--- src/rtl/bus_arbiter.sv ---
// Round-robin N:1 memory-bus arbiter with lock-until-accepted and in-order response routing; optional sticky err_o under BUS_ARBITER_ERR_EN.
// Latency: 0-cycle grant (request path) and 0-cycle response path (rvalid/rdata), with registered state only.
// Backpressure: mem_ready_i low holds the grant locked; a full ID FIFO drops mem_valid_o until the registered count falls.

module sync_fifo #(
  parameter int Width = 1,
  parameter int Depth = 4
) (
  input  logic             clk_i,
  input  logic             rst_ni,
  input  logic             push_vld,
  input  logic [Width-1:0] push_dat,
  input  logic             pop_vld,
  output logic [Width-1:0] head_dat,
  output logic             full,
  output logic             empty
);
  localparam int PtrW = (Depth > 1) ? $clog2(Depth) : 1;
  localparam int CntW = $clog2(Depth + 1);

  logic [Width-1:0] mem_q [Depth];
  logic [PtrW-1:0]  wr_ptr_q, rd_ptr_q;
  logic [CntW-1:0]  count_q;

  // Explicit wrap so non-power-of-2 depths work.
  function automatic logic [PtrW-1:0] wrap_inc(input logic [PtrW-1:0] p);
    return (p == PtrW'(Depth - 1)) ? '0 : p + PtrW'(1);
  endfunction

  always_ff @(posedge clk_i) begin
    if (!rst_ni) begin
      wr_ptr_q <= '0;
      rd_ptr_q <= '0;
      count_q  <= '0;
    end else begin
      if (push_vld) wr_ptr_q <= wrap_inc(wr_ptr_q);
      if (pop_vld)  rd_ptr_q <= wrap_inc(rd_ptr_q);
      if (push_vld && !pop_vld)      count_q <= count_q + CntW'(1);
      else if (!push_vld && pop_vld) count_q <= count_q - CntW'(1);
    end
  end

  always_ff @(posedge clk_i) begin
    if (push_vld) mem_q[wr_ptr_q] <= push_dat;
  end

  assign head_dat = mem_q[rd_ptr_q];
  assign full     = (count_q == CntW'(Depth));
  assign empty    = (count_q == '0);
endmodule

module bus_arbiter #(
  parameter int NumReq         = 2,
  parameter int AddrWidth      = 32,
  parameter int DataWidth      = 32,
  parameter int MaxOutstanding = 4
) (
  input  logic                          clk_i,
  input  logic                          rst_ni,
`ifdef BUS_ARBITER_ERR_EN
  output logic                          err_o,
`endif
  input  logic [NumReq-1:0]             req_valid_i,
  output logic [NumReq-1:0]             req_ready_o,
  input  logic [NumReq*AddrWidth-1:0]   req_addr_i,
  input  logic [NumReq*DataWidth-1:0]   req_wdata_i,
  input  logic [NumReq*DataWidth/8-1:0] req_wmask_i,
  output logic [DataWidth-1:0]          req_rdata_o,
  output logic [NumReq-1:0]             req_rvalid_o,
  output logic                          mem_valid_o,
  input  logic                          mem_ready_i,
  output logic [AddrWidth-1:0]          mem_addr_o,
  output logic [DataWidth-1:0]          mem_wdata_o,
  output logic [DataWidth/8-1:0]        mem_wmask_o,
  input  logic [DataWidth-1:0]          mem_rdata_i,
  input  logic                          mem_rvalid_i
);
  localparam int IdxW  = $clog2(NumReq);
  localparam int MaskW = DataWidth / 8;

  localparam logic [0:0] IDLE   = 1'b0;
  localparam logic [0:0] LOCKED = 1'b1;

  typedef struct packed {
    logic [AddrWidth-1:0] addr;
    logic [DataWidth-1:0] wdata;
    logic [MaskW-1:0]     wmask;
  } req_t;

  logic [0:0]      state_q;
  logic [IdxW-1:0] ptr_q, lock_idx_q;
  logic [IdxW-1:0] scan_idx, grant_idx, sel_idx, head_idx;
  logic            scan_found, grant_vld, accept, pop_vld;
  logic            fifo_full, fifo_empty;
  int              scan_pos;
  req_t            mem_req;

  always_comb begin
    scan_found = 1'b0;
    scan_idx   = ptr_q;
    scan_pos   = 0;
    for (int k = 0; k < NumReq; k++) begin
      scan_pos = int'(ptr_q) + k;
      if (scan_pos >= NumReq) scan_pos = scan_pos - NumReq;
      if (!scan_found && req_valid_i[scan_pos]) begin
        scan_found = 1'b1;
        scan_idx   = IdxW'(scan_pos);
      end
    end
  end

  assign grant_idx   = (state_q == LOCKED) ? lock_idx_q : scan_idx;
  assign grant_vld   = (state_q == LOCKED) || scan_found;
  // Full is judged on the registered count; a same-cycle pop does not free a slot.
  assign mem_valid_o = rst_ni && grant_vld && !fifo_full;
  assign accept      = mem_valid_o && mem_ready_i;
  assign sel_idx     = rst_ni ? grant_idx : '0;

  always_comb begin
    mem_req = '0;
    for (int k = 0; k < NumReq; k++) begin
      if (sel_idx == IdxW'(k)) begin
        mem_req.addr  = req_addr_i[k*AddrWidth +: AddrWidth];
        mem_req.wdata = req_wdata_i[k*DataWidth +: DataWidth];
        mem_req.wmask = req_wmask_i[k*MaskW +: MaskW];
      end
    end
  end

  assign mem_addr_o  = mem_req.addr;
  assign mem_wdata_o = mem_req.wdata;
  assign mem_wmask_o = mem_req.wmask;

  // Responses with nothing outstanding are dropped rather than popped.
  assign pop_vld     = rst_ni && mem_rvalid_i && !fifo_empty;
  assign req_rdata_o = mem_rdata_i;

  always_comb begin
    req_ready_o  = '0;
    req_rvalid_o = '0;
    for (int k = 0; k < NumReq; k++) begin
      req_ready_o[k]  = accept && (grant_idx == IdxW'(k));
      req_rvalid_o[k] = pop_vld && (head_idx == IdxW'(k));
    end
  end

  sync_fifo #(
    .Width (IdxW),
    .Depth (MaxOutstanding)
  ) u_id_fifo (
    .clk_i    (clk_i),
    .rst_ni   (rst_ni),
    .push_vld (accept),
    .push_dat (grant_idx),
    .pop_vld  (pop_vld),
    .head_dat (head_idx),
    .full     (fifo_full),
    .empty    (fifo_empty)
  );

  always_ff @(posedge clk_i) begin
    if (!rst_ni) begin
      state_q    <= IDLE;
      ptr_q      <= '0;
      lock_idx_q <= '0;
    end else begin
      if (accept) ptr_q <= (grant_idx == IdxW'(NumReq - 1)) ? '0 : grant_idx + IdxW'(1);
      case (state_q)
        IDLE: begin
          if (mem_valid_o && !mem_ready_i) begin
            state_q    <= LOCKED;
            lock_idx_q <= grant_idx;
          end
        end
        default: begin
          if (accept) state_q <= IDLE;
        end
      endcase
    end
  end

`ifdef BUS_ARBITER_ERR_EN
  always_ff @(posedge clk_i) begin
    if (!rst_ni)                         err_o <= 1'b0;
    else if (mem_rvalid_i && fifo_empty) err_o <= 1'b1;
  end
`endif
endmodule
--- config.mk ---
export PLATFORM = sky130hd
export DESIGN_NAME = bus_arbiter
export DESIGN_NICKNAME = d
export VERILOG_FILES = /design/src/rtl/bus_arbiter.sv
export SDC_FILE = /design/constraint.sdc
export NUM_CORES = 1
export LEC_CHECK = 0
export ABC_CLOCK_PERIOD_IN_PS = 7200
export CELL_PAD_IN_SITES_DETAIL_PLACEMENT = 0
export CELL_PAD_IN_SITES_GLOBAL_PLACEMENT = 2
export CORE_ASPECT_RATIO = 0.5
export CORE_MARGIN = 4
export CORE_UTILIZATION = 12
export DETAILED_ROUTE_END_ITERATION = 6
export PLACE_DENSITY_LB_ADDON = 0.1
export SLEW_MARGIN = 0
export SYNTH_ARGS = -nofsm -noshare
export SYNTH_HDL_FRONTEND = slang
export SYNTH_HIERARCHICAL = 1
export SYNTH_SLANG_ARGS = --single-unit
--- constraint.sdc ---
create_clock -name clk_i -period 7.2 [get_ports clk_i]
set_clock_uncertainty 0.1 [all_clocks]
set_input_delay 0.72 -clock clk_i [delete_from_list [all_inputs] [get_ports clk_i]]
set_output_delay 0.72 -clock clk_i [all_outputs]
set_load 0.03 [all_outputs]
==> metrics.txt <==
Syn Inst Count=~190; Switching Share=a little over a third; clock root cell=clkbuf_16; first-pass GRT wire length=approximately 14 mm; f_max=roughly 230 MHz; Syn Area/Cell=approximately 10 um^2; worst hold path type=reg2reg; Lkg Pwr=approximately 1.6 nW; CTS Buf Count=3; gr usage total=9.34%; Die ar.=18600 um^2; Worst Max-Slew Pin Slew=between 1 and 1.5 ns; Worst IR Drop VDD=between 0.09 and 0.1 mV; slowest CP cell=a221o_4; CP dominant cell by count=clkdlybuf4s50_1; share of layout cells above drive strength 1=approximately 20%; via count=around 2000; H-tree Lvls=1; vias in the first global route=approximately 2200; Setup TNS Final=0 ns; most common cell after layout, fill and taps aside=clkdlybuf4s50_1; worst setup margin=between 2 and 3 ns; Post-CTS Setup Bufs=0; worst path cell trace=clkdlybuf4s50_1 -> inv_1 -> a221o_4 -> mux2_2 -> clkdlybuf4s50_1; first drt pass iteration count=4; synthesized area=~2000 um^2; Vias/cell=~3.4; Area Growth Syn to Fin=113%; Worst EP required=between 6 and 7 ns; CORE AREA=15700 um^2; Skew-Pair Late Insertion Delay=approximately 0.24 ns; Synth area leaders=mux2_2 28%, mux2_4 15%, dfxtp_1 12%; Placement Rows=32; Filler cells=between 1500 and 2000; synth unique cells=33; Power Density=approximately 150 nW/um^2; CTS Sinks=16; CP max FO=between 60 and 70; WL/cell=16.0 um; Seq pwr share=between 10% and 20%; register area share after synthesis=18.4%; Die Wd=about 190 um; Ports=279; Int Power=roughly 400 uW; Iter 0 DRT Violations=37; fin util=between 20% and 30%; maximum root-to-sink buffer count=2; syn_nets=between 300 and 400; crit path capture type=output port; Crit path arrival time=~3.5 ns; Rel. slew slack=28.9%; Synth top area share=about 28%; final-report hold violation count=0; Nets=549; Tcrit/Tclk final=around three fifths; Worst path max stage delay=about 0.76 ns; hold_buf cts=0; TritonCTS clock tree=yes; top cell type by total area after synthesis=mux2_2; Setup WS pre-CTS=around 2.9 ns; HPWL after DPL=8.30 mm; Yosys warnings=6; most frequent cells in the layout=214 x clkdlybuf4s50_1, 48 x mux2_2, 20 x mux2_4; status=complete, no violations; IO buf count=roughly 210; Placer Congestion=~0.74; initial antenna violation count=0; fin. max-slew vios=0; switching pwr=228 uW; Logic pwr share=about 64%; design area=about 4200 um^2; Post-DRT Antenna Nets=0; setup violators final=0; synthesized flop and latch total=16; final WL=approximately 9.4 mm; DP Area=between 4000 and 5000 um^2; ANT cells=0; post-cts sizing count=0; RSZ-0062 raised after global routing=no; Die Span Y=98.4 um; WS Path Type=in2out; Reg clk slew, reported paths=0.05 ns; max cap viols=0; largest net degree at the start of global routing=between 60 and 70; Clk network pwr share=about 17%; grt total ovfl=0; # DRC=0; minimum clock period=4.29 ns; CP startpoint kind=primary input; Initial Util=12.5%
-- metrics by stage --
| step | instances | hold WS, ns | total power [mW] |
|---|---|---|---|
| after floorplan | 188 | 0.360 | 0.373 |
| after global placement | 584 | 0.383 | 0.521 |
| after detailed placement | 584 | 0.381 | 0.523 |
| after CTS | 588 | 0.390 | 0.633 |
| after global routing | 588 | 0.448 | 0.660 |
| final | 588 | 0.390 | 0.624 |
-- critical path: cells and delay by family --
kind / cells / cell delay [ns]
multiplexers: 1 / 0.43
AO/OA/AOI/OAI: 1 / 0.76
buffers and inverters: 3 / 1.43
-- final timing paths --
| check | from | endpoint | slack (ns) | cells after the start |
|---|---|---|---|---|
| setup / recovery | rst_ni | mem_addr_o[18] | 2.91 | 5 |
| hold / removal | ptr_q | ptr_q | 0.39 | 2 |
| setup reg to reg | u_id_fifo/count_q[0] | u_id_fifo/count_q[2] | 4.66 | 10 |
| hold reg to reg | ptr_q | ptr_q | 0.39 | 2 |
-- cells by family after synthesis --
logic type	count (synthesis)	share of synthesized area, %
and+or+nand+nor	33	9.56
adders and majority gates	7	4.84
DFF	16	18.4
xor gates and xnor gates	2	0.892
buffers and inverters	46	16.3
AOI/OAI and AO/OA	10	3.51
muxes	74	46.5
-- layout make-up --
class | count | area (um^2) | area share (%)
clock buffer | 3 | 75.1 | 1.80
clock inverter | 1 | 3.75 | 0.0898
inverter | 7 | 26.3 | 0.629
multi-input combinational | 126 | 1290 | 31.0
sequential | 16 | 360 | 8.63
tap | 221 | 277 | 6.62
timing repair buffer | 214 | 2140 | 51.3
-- power groups by stage --
stage	registers, mW	logic, mW	clock network, mW
finish	0.116	0.400	0.108
global route	0.119	0.426	0.115
CTS	0.116	0.407	0.110
detailed placement	0.117	0.406	0
global placement	0.117	0.404	0
floorplan	0.115	0.258	0
-- cell usage after synthesis, drive strengths merged --
cell type  count
o21ai          1
nor3           3
nor3b          2
nand2          4
xnor2          1
and3           1
a221o          1
ha             6
buf           39
or3            2
and2           7
nand2b         2
o21bai         1
mux2          68
fa             1
o21a           1
nor2           5
a22oi          1
a21boi         1
inv            7
o31a           1
mux4           1
a21oi          3
and3b          1
edfxtp         4
nor2b          5
mux2i          5
xor2           1
dfxtp         12
nor4b          1
-- layer usage --
layer	wire, um	vias to the layer above	global-route usage [%]
met5	0	-	0
met4	27	0	0.895
met3	727	6	2.87
met2	5510	95	20.2
met1	3160	932	8.88
li1	-	989	-
Note: power is estimated with default switching activity, not from simulation.
